## src/rtl/alu_pkg.sv

```systemverilog
// Shared opcode, state and width definitions for the ALU command sequencer.
package alu_pkg;

  localparam int unsigned ALU_RES_W = 8;

  localparam logic [1:0] OP_ADD = 2'b00;
  localparam logic [1:0] OP_SUB = 2'b01;
  localparam logic [1:0] OP_MUL = 2'b10;
  localparam logic [1:0] OP_AND = 2'b11;

  typedef enum logic [2:0] {
    ST_IDLE,
    ST_EXEC,
    ST_MUL_START,
    ST_MUL_WAIT,
    ST_RESULT
  } state_e;

endpackage

```

## src/rtl/alu_seq_ctrl_mul_watchdog.sv

```systemverilog
// Multiplier watchdog: counts MUL_WAIT cycles and flags the last permitted one.
module mul_watchdog #(
  parameter int unsigned MUL_TIMEOUT = 32
) (
  input  logic clk,
  input  logic rst_n,
  input  logic clr,
  input  logic en,
  output logic first_cycle,
  output logic expired
);

  logic [7:0] cnt;

  always_ff @(posedge clk or negedge rst_n) begin
    if (!rst_n) begin
      cnt <= '0;
    end else if (clr) begin
      cnt <= '0;
    end else if (en) begin
      cnt <= cnt + 8'd1;
    end
  end

  // Expires during the MUL_TIMEOUT-th enabled cycle, i.e. as the count reaches the limit.
  assign first_cycle = (cnt == '0);
  assign expired     = en && (cnt == 8'(MUL_TIMEOUT - 1));

endmodule

```

## src/rtl/alu_seq_ctrl.sv

```systemverilog
// Command sequencer in front of the 4-bit ALU: accepts a command, drives the ALU,
// waits for the result (or multiplier Done / watchdog) and returns a response.
module alu_seq_ctrl
  import alu_pkg::*;
#(
  parameter int unsigned MUL_TIMEOUT = 32,
  parameter int unsigned CNT_W       = 8
) (
  input  logic                 Clk,
  input  logic                 Rst_n,
  input  logic                 Cmd_valid,
  output logic                 Cmd_ready,
  input  logic [1:0]           Cmd_op,
  input  logic [3:0]           Cmd_a,
  input  logic [3:0]           Cmd_b,
  output logic                 Res_valid,
  input  logic                 Res_ready,
  output logic [ALU_RES_W-1:0] Res_data,
  output logic                 Res_cout,
  output logic                 Res_err,
  output logic [3:0]           Alu_A,
  output logic [3:0]           Alu_B,
  output logic [1:0]           Alu_Select,
  output logic                 Alu_Init,
  input  logic [ALU_RES_W-1:0] Alu_Sal,
  input  logic                 Alu_Cout,
  input  logic                 Alu_Done,
  output logic                 Busy,
  output logic [CNT_W-1:0]     Op_count
);

  state_e state, state_nxt;
  logic   wd_first, wd_expired;
  logic   mul_done, mul_tmo;

  mul_watchdog #(
    .MUL_TIMEOUT(MUL_TIMEOUT)
  ) u_mul_watchdog (
    .clk        (Clk),
    .rst_n      (Rst_n),
    .clr        (state == ST_MUL_START),
    .en         (state == ST_MUL_WAIT),
    .first_cycle(wd_first),
    .expired    (wd_expired)
  );

  // A Done on the first wait cycle may be left over from the previous multiply.
  assign mul_done = (state == ST_MUL_WAIT) && Alu_Done && !wd_first;
  assign mul_tmo  = (state == ST_MUL_WAIT) && wd_expired;

  always_comb begin
    state_nxt = state;
    unique case (state)
      ST_IDLE:      if (Cmd_valid) state_nxt = (Cmd_op == OP_MUL) ? ST_MUL_START : ST_EXEC;
      ST_EXEC:      state_nxt = ST_RESULT;
      ST_MUL_START: state_nxt = ST_MUL_WAIT;
      ST_MUL_WAIT:  if (mul_done || mul_tmo) state_nxt = ST_RESULT;
      ST_RESULT:    if (Res_ready) state_nxt = ST_IDLE;
      default:      state_nxt = ST_IDLE;
    endcase
  end

  // State-decoded outputs are registered from the next state so they read 0 in reset
  // and otherwise track the current state exactly.
  always_ff @(posedge Clk or negedge Rst_n) begin
    if (!Rst_n) begin
      state     <= ST_IDLE;
      Cmd_ready <= 1'b0;
      Busy      <= 1'b0;
      Res_valid <= 1'b0;
      Alu_Init  <= 1'b0;
    end else begin
      state     <= state_nxt;
      Cmd_ready <= (state_nxt == ST_IDLE);
      Busy      <= (state_nxt != ST_IDLE);
      Res_valid <= (state_nxt == ST_RESULT);
      Alu_Init  <= (state_nxt == ST_MUL_START);
    end
  end

  always_ff @(posedge Clk or negedge Rst_n) begin
    if (!Rst_n) begin
      Alu_A      <= '0;
      Alu_B      <= '0;
      Alu_Select <= '0;
      Res_data   <= '0;
      Res_cout   <= 1'b0;
      Res_err    <= 1'b0;
      Op_count   <= '0;
    end else begin
      if (state == ST_IDLE && Cmd_valid) begin
        Alu_A      <= Cmd_a;
        Alu_B      <= Cmd_b;
        Alu_Select <= Cmd_op;
      end

      if (state == ST_EXEC) begin
        Res_data <= {4'h0, Alu_Sal[3:0]};
        Res_cout <= (Alu_Select == OP_AND) ? 1'b0 : Alu_Cout;
        Res_err  <= 1'b0;
      end else if (mul_done) begin
        Res_data <= Alu_Sal;
        Res_cout <= 1'b0;
        Res_err  <= 1'b0;
      end else if (mul_tmo) begin
        Res_data <= '0;
        Res_cout <= 1'b0;
        Res_err  <= 1'b1;
      end

      if (state == ST_RESULT && Res_ready) begin
        Op_count <= Op_count + CNT_W'(1);
      end
    end
  end

endmodule

```

## config.mk

```make
export PLATFORM = sky130hd
export DESIGN_NAME = alu_seq_ctrl
export DESIGN_NICKNAME = d
export VERILOG_FILES = /design/src/rtl/alu_pkg.sv /design/src/rtl/alu_seq_ctrl_mul_watchdog.sv /design/src/rtl/alu_seq_ctrl.sv
export SDC_FILE = /design/constraint.sdc
export NUM_CORES = 1
export LEC_CHECK = 0
export CAP_MARGIN = 30
export CORE_MARGIN = 3
export CORE_UTILIZATION = 50
export DETAILED_ROUTE_END_ITERATION = 16
export PLACE_DENSITY = 0.85
export SKIP_CTS_REPAIR_TIMING = 1
export SYNTH_ARGS = -nofsm -noshare
export SYNTH_HDL_FRONTEND = slang
export SYNTH_SLANG_ARGS = --single-unit
export TNS_END_PERCENT = 30
```

## constraint.sdc

```tcl
create_clock -name Clk -period 3.04 [get_ports Clk]
set_input_delay 0.608 -clock Clk [delete_from_list [all_inputs] [get_ports Clk]]
set_output_delay 0.608 -clock Clk [all_outputs]
set_load 0.02 [all_outputs]
```

==> impl_metrics.csv, run 1 <==
group,metric,value,unit
sta,tns,0,ns
global_routing,grt_pass1_vias,1446,
layout,syn2layout_area_growth,36.2,%
synth,synth_warnings,0,
clock_network,cts_tree,"built",
worst_setup_path,cp.depth,1,
global_routing,grt.total_usage,20.0,%
synth,synth_ff_type,"dfrtp_1",
worst_hold_path,min-delay-path-class,"in2async",
layout,drive_gt1_share,12.7,%
worst_setup_path,worstSetupPathType,"reg2out",
sta,timing.final.crit_share,64.4,%
worst_setup_path,crit_arrival,1.35,ns
global_routing,antenna_found_initial,0,
worst_setup_path,timing.rr.end,"Res_data[3]",
sta,timing.fmax,0.511,GHz
sta,tightest_slew,0.907,ns
die,die_h,66.7,um
synth,async_flop_share,100,%
outcome,status,"complete, no violations",
sta,rsz0062_at_grt,"false",
synth,yosysMostFrequentCell,"dfrtp_1",
worst_setup_path,regToRegStartpoint,"u_mul_watchdog.cnt[0]",
power_and_ir_drop,p_leak,1.08,nW
placed_design,io_buffers,55,
die,initial_core_util,53.5,%
drt,drt_first_pass_iters,4,
clock_network,h-tree-depth,2,
die,core,3440,um^2
synth,syn_nets,180,
synth,ys_types,33,
drt,num_vias,1343,
sta,relSlewSlack,39.5,%
layout,nNetsFinal,239,
clock_network,clockRootBuffer,"clkbuf_8",
worst_setup_path,crit_start,"Op_count[2]",
drt,routed_wl,3900,um
clock_network,clock-sinks,43,
die,rows,21,
global_routing,gr-total-overflow,0,
worst_setup_path,max_stage_delay,0.63,ns
worst_setup_path,r2r.worst_path.cells,6,
die,die_width,66.7,um
clock_network,clk-insertion-delay-late,0.29,ns
synth,synth_commonest_cells,"dfrtp_1 (43), nand2_1 (18), mux2_2 (11)",
synth,synth_top_area_share,58.4,%
power_and_ir_drop,p_per_area,894,nW/um^2
sta,finalHoldViolCount,0,
worst_setup_path,ff2ff_setup_slack,1.12,ns
power_and_ir_drop,power,2.24,mW
worst_setup_path,worstSetupEndpointType,"primary output",
worst_setup_path,endpoint,"Op_count[2]",
power_and_ir_drop,max-vdd-ir-drop,0.000596,V
global_routing,grt_pass1_wl,6620,um
drt,dr.first_iter.drc_count,81,
sta,finClkSkew,0.00566,ns
synth,synth-edff-count,0,
synth,yosysSeqAreaShare,58.4,%
layout,multi_input_area,714,um^2
sta,finalSetupViolations,0,
synth,syn_inst,153,
drt,wire_per_inst,15.0,um
synth,ys_ff_latch,43,
placed_design,post-dp-hpwl,2970,um
clock_network,numCtsBuffers,5,
worst_setup_path,start_kind,"flip-flop",
drt,vias_per_cell,5.19,
sta,period_minus_slack,1.96,ns
global_routing,grt_max_degree,44,
worst_setup_path,cp_cell_sequence,"clkdlybuf4s50_1",
layout,nFillCells,246,
worst_setup_path,crit_buf_inv,1,
layout,regArea,1080,um^2
synth,synth_area_leaders,"dfrtp_1 (58%), mux2_2 (6.7%), nand2_1 (3.7%)",
worst_setup_path,worst_ep_required_time,2.43,ns
layout,n_antenna_cell,0,
die,die-area,4450,um^2
clock_network,clk_path_buf_depth,2,
die,io_pins,56,
drt,ant_nets,0,
placed_design,place_congestion,0.824,
sta,drv_slew,0,
worst_setup_path,crit_fanout,5,
worst_setup_path,cp_slowest_cell,"clkdlybuf4s50_1",
drt,drc,0,
worst_setup_path,crit_family,"buffers and inverters",
job,maxCapViolations,0,
synth,yosysTopAreaCell,"dfrtp_1",
synth,syn_area_per_cell,12.0,um^2
synth,synth_area,1840,um^2
clock_network,cts.clk_slew.worst_paths,0.08,ns
## kinds of logic (layout without fill, tap and decap cells)
kind of cell    count (synthesis)  in the layout  share of synthesized area [%]
simple gates                   49             49                           14.5
flops                          43             43                           58.4
compound gates                 27             27                           11.3
mux                            11             11                           6.73
buf+inv                        11             71                           2.79
xor+xnor                        9              9                           4.28
fa+ha+maj                       3              3                           2.04
## flip-flops by register name, indices dropped and copies added, names as in the netlist
name                flops
state                   3
Op_count                8
Res_data                8
Alu_B                   4
Res_cout                1
Alu_Select              2
Busy                    1
Alu_Init                1
u_mul_watchdog.cnt      8
Alu_A                   4
Res_err                 1
Res_valid               1
Cmd_ready               1
## per-stage QoR
step | cells | utilization, % | cell area (um^2) | hold slack (ns) | setup WS (ns)
6_report | 259 | 72.9 | 2510 | 0.440 | 1.08
5_1_grt | 259 | 72.9 | 2510 | 0.481 | 0.924
4_1_cts | 259 | 72.9 | 2510 | 0.477 | 1.07
3_5_place_dp | 251 | 70.5 | 2430 | 0.467 | 0.961
3_3_place_gp | 251 | 70.5 | 2430 | 0.463 | 0.987
2_1_floorplan | 153 | - | 1840 | 0.312 | 1.40
## cell type report
| cell class | instances | share of cell area (%) |
|---|---|---|
| multi-input cells | 99 | 28.5 |
| flip-flops and latches | 43 | 42.9 |
| inverters | 7 | 1.05 |
| well taps | 46 | 2.29 |
| repair buffers | 56 | 22.0 |
| clock inverters | 1 | 0.200 |
| clock buffers | 7 | 3.04 |
## layout by cell type, fill, tap and decap left out, drive strengths merged, types with 3 or more instances in the layout
cell            n
a32o            4
o21ai           6
nand2          18
clkbuf          7
a22o            5
mux2           11
nor2            7
dfrtp          43
clkdlybuf4s50  54
nand3           6
ha              3
xnor2           7
a21oi           6
nor3            4
inv             7
## worst register-to-register path, stage by stage, from the launching register on
cell,delay (ns)
dfrtp_1,0.43
inv_1,0.10
ha_1,0.16
nor4b_2,0.28
a21boi_2,0.18
o31ai_4,0.48
a22o_1,0.24
## worst min path at each step
| stage | end | slack (ns) | depth (start not counted) |
|---|---|---|---|
| CTS | u_mul_watchdog.cnt[7] | 0.48 | 1 |
| global route | Op_count[7] | 0.48 | 1 |
| floorplan | Alu_A[0] | 0.31 | 0 |
| finish | u_mul_watchdog.cnt[7] | 0.44 | 1 |
| global placement | Op_count[7] | 0.46 | 1 |
| detailed placement | Op_count[7] | 0.47 | 1 |
## layer usage
metal / GRT usage (%) / up-vias / share of wire, %
met4: 6.09 / 0 / 1.5
met3: 8.94 / 7 / 6.9
met2: 32.8 / 31 / 50
met1: 23.4 / 650 / 41
li1: - / 655 / -
met5: 0 / - / 0
## where the power goes
group | switching, mW | total [mW] | internal (mW) | leakage, nW
Clock | 0.186 | 0.347 | 0.161 | 0.0422
Sequential | 0.149 | 0.902 | 0.753 | 0.555
Combinational | 0.498 | 0.995 | 0.497 | 0.481
No activity file was read; power rests on OpenSTA's default activity.
==> inputs of run 2 (changes only) <==
--- a/config.mk
+++ b/config.mk
@@ -7,9 +7,9 @@
 export LEC_CHECK = 0
 export CAP_MARGIN = 30
 export CORE_MARGIN = 3
-export CORE_UTILIZATION = 50
+export CORE_UTILIZATION = 46
 export DETAILED_ROUTE_END_ITERATION = 16
-export PLACE_DENSITY = 0.85
+export PLACE_DENSITY = 0.79
 export SKIP_CTS_REPAIR_TIMING = 1
 export SYNTH_ARGS = -nofsm -noshare
 export SYNTH_HDL_FRONTEND = slang
==> constraint.sdc (replaced) <==
create_clock -name Clk -period 2 [get_ports Clk]
set_input_delay 0.4 -clock Clk [delete_from_list [all_inputs] [get_ports Clk]]
set_output_delay 0.4 -clock Clk [all_outputs]
set_load 0.02 [all_outputs]
==> run 2 against run 1 <==
Sequential power grew 52%; final cell count grew 1.9%; core utilization down 4.9 points; critical path depth increased by 4; clock skew is 0.0025 ns lower; sequential share of layout area down 0.94 points; register-to-register slack lost 0.98 ns; global-route usage fell by 2.6 points; power rose by 56%; combinational power rose by 55%; die area up 7.9%; largest power group unchanged.
==> impl_metrics.csv, run 2 (synthesis results as in run 1) <==
group,metric,value,unit
placed_design,io_buffers,55,
job,maxCapViolations,0,
drt,num_vias,1389,
sta,tightest_slew,0.534,ns
layout,drive_gt1_share,14.4,%
clock_network,clock-sinks,43,
drt,wire_per_inst,14.9,um
drt,dr.first_iter.drc_count,112,
worst_setup_path,worstSetupPathType,"reg2reg",
sta,finalHoldViolCount,0,
global_routing,gr-total-overflow,0,
drt,ant_nets,0,
power_and_ir_drop,switching_share,35.9,%
layout,layout_common_cells,"clkdlybuf4s50_1 (54), dfrtp_1 (43), nand2_1 (18)",
sta,period_minus_slack,1.86,ns
global_routing,grt_pass1_wl,6920,um
worst_setup_path,crit_fanout,11,
outcome,status,"complete, no violations",
die,rows,22,
drt,routed_wl,3930,um
worst_setup_path,timing.rr.end,"Res_data[0]",
clock_network,cts_tree,"built",
worst_setup_path,crit_arrival,2.08,ns
layout,n_antenna_cell,0,
sta,relSlewSlack,64.3,%
clock_network,clk_path_buf_depth,2,
power_and_ir_drop,pwr-share-comb,44.0,%
placed_design,place_congestion,0.806,
clock_network,cts.clk_slew.worst_paths,0.08,ns
power_and_ir_drop,seqPwrFrac,39.3,%
drt,drc,0,
layout,regArea,1080,um^2
sta,drv_slew,0,
layout,nFillCells,281,
die,die_width,69.3,um
layout,nNetsFinal,242,
die,io_pins,56,
layout,syn2layout_area_growth,39.3,%
worst_setup_path,worst_ep_required_time,2.22,ns
power_and_ir_drop,power.share.clock,16.7,%
worst_setup_path,regToRegStartpoint,"u_mul_watchdog.cnt[1]",
global_routing,antenna_found_initial,0,
placed_design,post-dp-hpwl,3010,um
sta,finalSetupViolations,0,
global_routing,grt_pass1_vias,1455,
layout,reg.largest.list,"Op_count (8), Res_data (8), u_mul_watchdog.cnt (8)",
drt,drt_first_pass_iters,4,
global_routing,grt.total_usage,17.4,%
clock_network,numCtsBuffers,5,
power_and_ir_drop,max-vdd-ir-drop,0.000937,V
die,die_h,69.3,um
worst_setup_path,ff2ff_setup_slack,0.14,ns
drt,vias_per_cell,5.26,
layout,final_common_cell,"clkdlybuf4s50_1",
sta,tns,0,ns
sta,rsz0062_at_grt,"false",
clock_network,clk-insertion-delay-late,0.28,ns
worst_hold_path,min-delay-path-class,"in2async",
sta,finClkSkew,0.00315,ns
layout,multi_input_area,714,um^2
die,initial_core_util,48.8,%
global_routing,grt_max_degree,25,
die,die-area,4800,um^2
worst_setup_path,worstSetupEndpointType,"flip-flop",
sta,timing.fmax,0.538,GHz
die,core,3770,um^2
power_and_ir_drop,power.switching,1.26,mW
sta,timing.final.crit_share,92.9,%
power_and_ir_drop,p_per_area,1360,nW/um^2
clock_network,h-tree-depth,2,
clock_network,clockRootBuffer,"clkbuf_8",
power_and_ir_drop,p_leak,1.11,nW
sta,whs,0.0619,ns
worst_setup_path,start_kind,"flip-flop",
power_and_ir_drop,power.internal,2.24,mW
worst_setup_path,r2r.worst_path.cells,5,
[run 2: metrics by stage]
| stage | total power, mW | area, um^2 | setup slack, ns | utilization, % | cells |
|---|---|---|---|---|---|
| detailed placement | 2.94 | 2460 | 0.138 | 65.4 | 256 |
| floorplan | 2.24 | 1840 | 0.360 | - | 153 |
| global placement | 2.87 | 2460 | 0.166 | 65.4 | 256 |
| CTS | 3.53 | 2560 | 0.153 | 68.0 | 264 |
| finish | 3.49 | 2560 | 0.143 | 68.0 | 264 |
| global route | 3.71 | 2560 | 0.0166 | 68.0 | 264 |
[run 2: how the worst max path moves through the flow]
stage | from | slack, ns | cells past startpoint | endpoint
after global routing | u_mul_watchdog.cnt[0] | 0.02 | 5 | Res_data[0]
after global placement | Res_ready | 0.17 | 5 | Op_count[7]
after detailed placement | Res_ready | 0.14 | 5 | Op_count[5]
after floorplan | u_mul_watchdog.cnt[0] | 0.36 | 7 | Res_cout
after CTS | u_mul_watchdog.cnt[1] | 0.15 | 5 | Res_data[0]
final | u_mul_watchdog.cnt[1] | 0.14 | 5 | Res_data[0]
[run 2: area by class of cell]
class | count | area share [%]
multi-input cells | 99 | 27.9
clock buffers | 8 | 3.90
repair buffers | 59 | 22.9
well taps | 48 | 2.34
inverters | 7 | 1.02
flip-flops and latches | 43 | 42.0
[run 2: critical path, cell delays in order, from the launching register on]
cell,delay [ns]
dfrtp_1,0.44
ha_1,0.25
and4_1,0.24
and2_2,0.23
o31ai_4,0.42
a22o_2,0.23
[run 2: power by group through the flow]
stage                     clock, mW  combinational [mW]  sequential, mW
after floorplan                   0               0.631            1.61
final                         0.584                1.54            1.37
after global placement            0                1.51            1.37
after detailed placement          0                1.56            1.38
after global routing          0.635                1.67            1.41
after CTS                     0.598                1.56            1.37
[run 2: routing by layer]
| metal | share of wire (%) | global-route usage [%] | vias to the layer above |
|---|---|---|---|
| met3 | 6.3 | 5.51 | 2 |
| met4 | 0.31 | 3.25 | 0 |
| met2 | 50 | 28.5 | 46 |
| met1 | 44 | 22.9 | 677 |
| li1 | - | - | 664 |
| met5 | 0 | 0 | - |
